## src/rtl/sub_stage_pkg.sv

```systemverilog
// sub_stage_pkg
// Shared definitions for the subtract issue stage: the FSM state encoding,
// the default operand width, the default settle time and the width of the
// settle counter (wide enough for any legal SETTLE_CYCLES, 1..255).
package sub_stage_pkg;

  localparam int unsigned WIDTH_DEFAULT         = 32;
  localparam int unsigned SETTLE_CYCLES_DEFAULT = 8;
  localparam int unsigned CNT_W                 = 8;

  typedef enum logic [1:0] {
    ST_IDLE   = 2'd0,
    ST_SETTLE = 2'd1,
    ST_DONE   = 2'd2
  } state_e;

endpackage

```

## src/rtl/sub_flags.sv

```systemverilog
// sub_flags
// Combinational result-flag generator for a subtraction op_a - op_b = diff.
// Ports:
//   op_a, op_b : operands as presented to the subtractor (WIDTH bits)
//   diff       : difference returned by the subtractor (WIDTH bits)
//   zero       : diff is all zeros
//   negative   : sign bit of diff
//   overflow   : signed overflow (operand signs differ and result sign
//                differs from the minuend)
//   borrow     : unsigned op_a < op_b
module sub_flags #(
  parameter int unsigned WIDTH = 32
) (
  input  logic [WIDTH-1:0] op_a,
  input  logic [WIDTH-1:0] op_b,
  input  logic [WIDTH-1:0] diff,
  output logic             zero,
  output logic             negative,
  output logic             overflow,
  output logic             borrow
);

  // Flag equations evaluated from the operands and the returned difference.
  always_comb begin
    zero     = 1'b0;
    negative = 1'b0;
    overflow = 1'b0;
    borrow   = 1'b0;
    zero     = (diff == {WIDTH{1'b0}});
    negative = diff[WIDTH-1];
    overflow = (op_a[WIDTH-1] != op_b[WIDTH-1]) && (diff[WIDTH-1] != op_a[WIDTH-1]);
    borrow   = (op_a < op_b);
  end

endmodule

```

## src/rtl/sub_issue_stage.sv

```systemverilog
// sub_issue_stage
// Issues one operand pair at a time to an external combinational subtractor
// (instantiated by the parent), holds the operands stable for SETTLE_CYCLES
// clock edges, then captures the difference and its flags and presents them
// until the consumer accepts.
// Ports:
//   clk, reset          : clock and synchronous active-high reset
//   in_valid / in_ready : operand handshake (a = minuend, b = subtrahend)
//   sub_a, sub_b        : registered operands driven to the subtractor
//   sub_diff            : difference returned by the subtractor
//   out_valid/out_ready : result handshake
//   diff                : captured difference
//   zero, negative, overflow, borrow : captured result flags
module sub_issue_stage
  import sub_stage_pkg::*;
#(
  parameter int unsigned SETTLE_CYCLES = SETTLE_CYCLES_DEFAULT,
  parameter int unsigned WIDTH         = WIDTH_DEFAULT
) (
  input  logic             clk,
  input  logic             reset,
  input  logic             in_valid,
  output logic             in_ready,
  input  logic [WIDTH-1:0] a,
  input  logic [WIDTH-1:0] b,
  output logic [WIDTH-1:0] sub_a,
  output logic [WIDTH-1:0] sub_b,
  input  logic [WIDTH-1:0] sub_diff,
  output logic             out_valid,
  input  logic             out_ready,
  output logic [WIDTH-1:0] diff,
  output logic             zero,
  output logic             negative,
  output logic             overflow,
  output logic             borrow
);

  // Counter is loaded with SETTLE_CYCLES-1 so the capture lands exactly
  // SETTLE_CYCLES edges after the accepting edge.
  localparam logic [CNT_W-1:0] CNT_LOAD = CNT_W'(SETTLE_CYCLES - 1);
  localparam logic [CNT_W-1:0] CNT_ONE  = CNT_W'(1);

  state_e           state_q;
  logic [CNT_W-1:0] cnt_q;
  logic [WIDTH-1:0] sub_a_q;
  logic [WIDTH-1:0] sub_b_q;
  logic [WIDTH-1:0] diff_q;
  logic             zero_q;
  logic             negative_q;
  logic             overflow_q;
  logic             borrow_q;
  logic             in_ready_q;
  logic             out_valid_q;

  logic             zero_s;
  logic             negative_s;
  logic             overflow_s;
  logic             borrow_s;

  // Flags are evaluated live on the held operands and the returned
  // difference; they are only registered at the capture edge.
  sub_flags #(
    .WIDTH (WIDTH)
  ) u_flags (
    .op_a     (sub_a_q),
    .op_b     (sub_b_q),
    .diff     (sub_diff),
    .zero     (zero_s),
    .negative (negative_s),
    .overflow (overflow_s),
    .borrow   (borrow_s)
  );

  // Issue FSM with registered handshake outputs.
  always_ff @(posedge clk) begin
    if (reset) begin
      state_q     <= ST_IDLE;
      cnt_q       <= '0;
      sub_a_q     <= '0;
      sub_b_q     <= '0;
      diff_q      <= '0;
      zero_q      <= 1'b0;
      negative_q  <= 1'b0;
      overflow_q  <= 1'b0;
      borrow_q    <= 1'b0;
      in_ready_q  <= 1'b1;
      out_valid_q <= 1'b0;
    end else begin
      case (state_q)
        ST_IDLE: begin
          if (in_valid) begin
            sub_a_q    <= a;
            sub_b_q    <= b;
            cnt_q      <= CNT_LOAD;
            in_ready_q <= 1'b0;
            state_q    <= ST_SETTLE;
          end
        end
        ST_SETTLE: begin
          if (cnt_q == '0) begin
            diff_q      <= sub_diff;
            zero_q      <= zero_s;
            negative_q  <= negative_s;
            overflow_q  <= overflow_s;
            borrow_q    <= borrow_s;
            out_valid_q <= 1'b1;
            state_q     <= ST_DONE;
          end else begin
            cnt_q <= cnt_q - CNT_ONE;
          end
        end
        ST_DONE: begin
          if (out_ready) begin
            out_valid_q <= 1'b0;
            in_ready_q  <= 1'b1;
            state_q     <= ST_IDLE;
          end
        end
        default: begin
          // Unreachable encoding: recover to a clean idle.
          state_q     <= ST_IDLE;
          cnt_q       <= '0;
          in_ready_q  <= 1'b1;
          out_valid_q <= 1'b0;
        end
      endcase
    end
  end

  assign in_ready  = in_ready_q;
  assign out_valid = out_valid_q;
  assign sub_a     = sub_a_q;
  assign sub_b     = sub_b_q;
  assign diff      = diff_q;
  assign zero      = zero_q;
  assign negative  = negative_q;
  assign overflow  = overflow_q;
  assign borrow    = borrow_q;

endmodule

```

## config.mk

```make
export PLATFORM = sky130hd
export DESIGN_NAME = sub_issue_stage
export DESIGN_NICKNAME = d
export VERILOG_FILES = /design/src/rtl/sub_stage_pkg.sv /design/src/rtl/sub_flags.sv /design/src/rtl/sub_issue_stage.sv
export SDC_FILE = /design/constraint.sdc
export NUM_CORES = 1
export LEC_CHECK = 0
export ABC_CLOCK_PERIOD_IN_PS = 5500
export CAP_MARGIN = 0
export CORE_MARGIN = 2
export CORE_UTILIZATION = 35
export DETAILED_ROUTE_END_ITERATION = 10
export GPL_TIMING_DRIVEN = 0
export PLACE_DENSITY = 0.68
export SLEW_MARGIN = 0
export SYNTH_ARGS = -nofsm -noshare
export SYNTH_HDL_FRONTEND = slang
export SYNTH_SLANG_ARGS = --single-unit
```

## constraint.sdc

```tcl
create_clock -name clk -period 5.5 [get_ports clk]
set_clock_uncertainty 0.2 [all_clocks]
set_input_delay 0.825 -clock clk [delete_from_list [all_inputs] [get_ports clk]]
set_output_delay 0.825 -clock clk [all_outputs]
set_load 0.01 [all_outputs]
```

==> out/qor.yml <==
outcome:
  status: "complete, no violations"
logic_synthesis:
  synthCells: 617
  synth-main-ff-cell: "dfxtp_1"
  synth_seq_cells: 111
  syn_area_per_cell_um2: 7.80
  synthTopCellsByCount: "nand2_1 (199), a21oi_1 (119), dfxtp_1 (111)"
  yosysTopAreaCell: "dfxtp_1"
  async_flop_share_pct: 0
  synth_edf_count: 0
  synth_top_area_share_pct: 46.2
  yosysSeqAreaShare_pct: 46.2
  syn_area_um2: 4810
  synth_warnings: 0
  synthesis.nets: 749
  synth.area.top_cells: "dfxtp_1 (46%), nand2_1 (16%), a21oi_1 (12%)"
  ys_types: 41
  synth_most_common_cell: "nand2_1"
sta:
  fmax_mhz: 371
  worst_pin_slew_ns: 0.786
  post-route-period-util_pct: 49.0
  tns_ns: 0
  slew-limit-headroom_pct: 46.2
  rsz0062_at_grt: "false"
  fin_ws_ns: 2.80
  finalSetupViolations: 0
  fin_crit_ns: 2.70
  finalHoldViolations: 0
  slew_viol_final: 0
clocking:
  cts_tree: "done"
  holdBufCountCts: 0
  cts_num_sinks: 111
  clock-root-buffer: "clkbuf_16"
  clk_path_buf_depth: 2
  clk_pin_slew_ns: 0.07
  post-cts-setup-buffers: 0
  cts_inserted_buffers: 9
  worstSkewPairLatency_ns: 0.35
  h-tree-depth: 3
  cts-resized-gates: 0
pwr:
  powerDensity_nw_per_um2: 308
  pwr-share-comb_pct: 30.2
  power.total_mw: 2.25
  p_clk_share_pct: 27.3
  netSwitchingFraction_pct: 31.4
  power.internal_mw: 1.55
  switching_power_mw: 0.708
  max-vdd-ir-drop_v: 0.000152
  cellLeakagePower_nw: 2.70
  power_frac_seq_pct: 42.4
critical_path:
  critPathCaptureType: "register"
  cp_data_required_time_ns: 5.58
  path_class: "in2reg"
  cp.arrival_ns: 2.78
  start_kind: "input port"
  r2r_start: "cnt_q[0]$_SDFFE_PP0P_"
  cp-startpoint: "in_valid"
  crit_fanout: 10
drt:
  via_per_inst: 4.92
  routed_wl_um: 15000
  drc: 0
  drt_first_iter_violations: 308
  drt_pass1_iterations: 6
  vias: 4961
  wire_per_inst_um: 14.9
  antenna_left: 0
cells_and_area:
  fin_util_pct: 54.8
  drive_above_1_share_pct: 3.48
  regArea_um2: 2220
  fin_nets: 960
  multi_input_area_um2: 2310
  syn2layout_area_growth_pct: 51.9
  final_cell_area_um2: 7310
  antenna_cells: 0
  num-fill-cells: 1257
hold_path:
  hold_start: "diff[6]$_SDFFE_PP0P_"
  hp-class: "reg2reg"
floorplanning:
  core_area_um2: 13300
  rows: 42
  die_area_um2: 14700
  pin_count: 202
  dieHeight_um: 121
  die_w_um: 121
  initial_core_util_pct: 36.0
grt:
  grt_usage_pct: 20.3
  grt_pass1_wl_um: 23800
  grt-ovfl-total: 0
  grt_max_degree: 18
  grt_pass1_vias: 4911
  antenna_found_initial: 0
place:
  place_ws_ns: 2.32
  postPlaceCellArea_um2: 7030
  detailed_place_hpwl_um: 11800
  port_buffers: 200
  gp_congestion: 0.848
flow_run:
  max_cap_violations: 0
## cell type report
class                      count  area share [%]
clock buffer                  11            3.32
buffer                        36            2.09
clock inverter                 5           0.462
sequential                   111            30.4
inverter                      33            1.69
timing repair buffer         200            27.4
multi-input combinational    437            31.6
tap                          176            3.01
## kinds of logic after synthesis
family          Yosys count  share of synthesized area [%]
xor+xnor                  6                           1.09
simple gates            261                           23.0
flops                   111                           46.2
compound gates          138                           15.7
buf+inv                  69                           5.75
fa+ha+maj                32                           8.32
## per-layer routing
metal / up-vias / part of all wire [%] / global-route usage [%]
met5: - / 0 / 0
met4: 0 / 2.2 / 6.11
met3: 26 / 8.0 / 6.95
met2: 168 / 48 / 34.6
met1: 2293 / 42 / 24.2
li1: 2474 / - / -
## registers in the layout, indices dropped and copies added, names as in the netlist, 2 cells and up
| name | flops |
|---|---|
| cnt_q | 8 |
| diff | 32 |
| state_q | 2 |
| sub_a | 32 |
| sub_b | 32 |
## worst max-delay path, cell delays in order
cell,delay (ns)
clkdlybuf4s50_1,0.51
nand2b_1,0.10
nor2_1,0.58
clkbuf_1,0.49
nand2_1,0.11
a21oi_1,0.14
## power by group through the flow
stage / clock [mW] / sequential [mW] / combinational [mW]
after floorplan: 0 / 0.994 / 0.332
after global placement: 0 / 0.970 / 0.667
after detailed placement: 0 / 0.975 / 0.681
after CTS: 0.630 / 0.957 / 0.685
after global routing: 0.667 / 0.969 / 0.752
final: 0.616 / 0.957 / 0.682
## per-stage QoR
stage | cells | hold slack (ns)
finish | 1009 | 0.252
global route | 1009 | 0.268
CTS | 1009 | 0.256
detailed placement | 993 | 0.248
global placement | 993 | 0.242
floorplan | 617 | 0.272
## worst paths after layout
kind	slack, ns	cells past startpoint	to
worst min register to register	0.25	2	diff[6]$_SDFFE_PP0P_
worst max register to register	2.92	8	diff[22]$_SDFFE_PP0P_
worst max-delay path	2.80	6	sub_b[22]$_SDFFE_PP0P_
worst min-delay path	0.25	2	diff[6]$_SDFFE_PP0P_
## cell usage in the layout, fill, tap and decap left out, types with 6 or more instances in the layout
cell	n
clkbuf_16	9
clkbuf_1	29
nor3_1	6
nand3_1	6
nand4_1	9
a21oi_1	119
inv_1	33
ha_1	32
dfxtp_1	111
nor4_1	10
nand2_1	199
nor2_1	18
clkdlybuf4s50_1	200
Power figures use the tool's default switching activity.
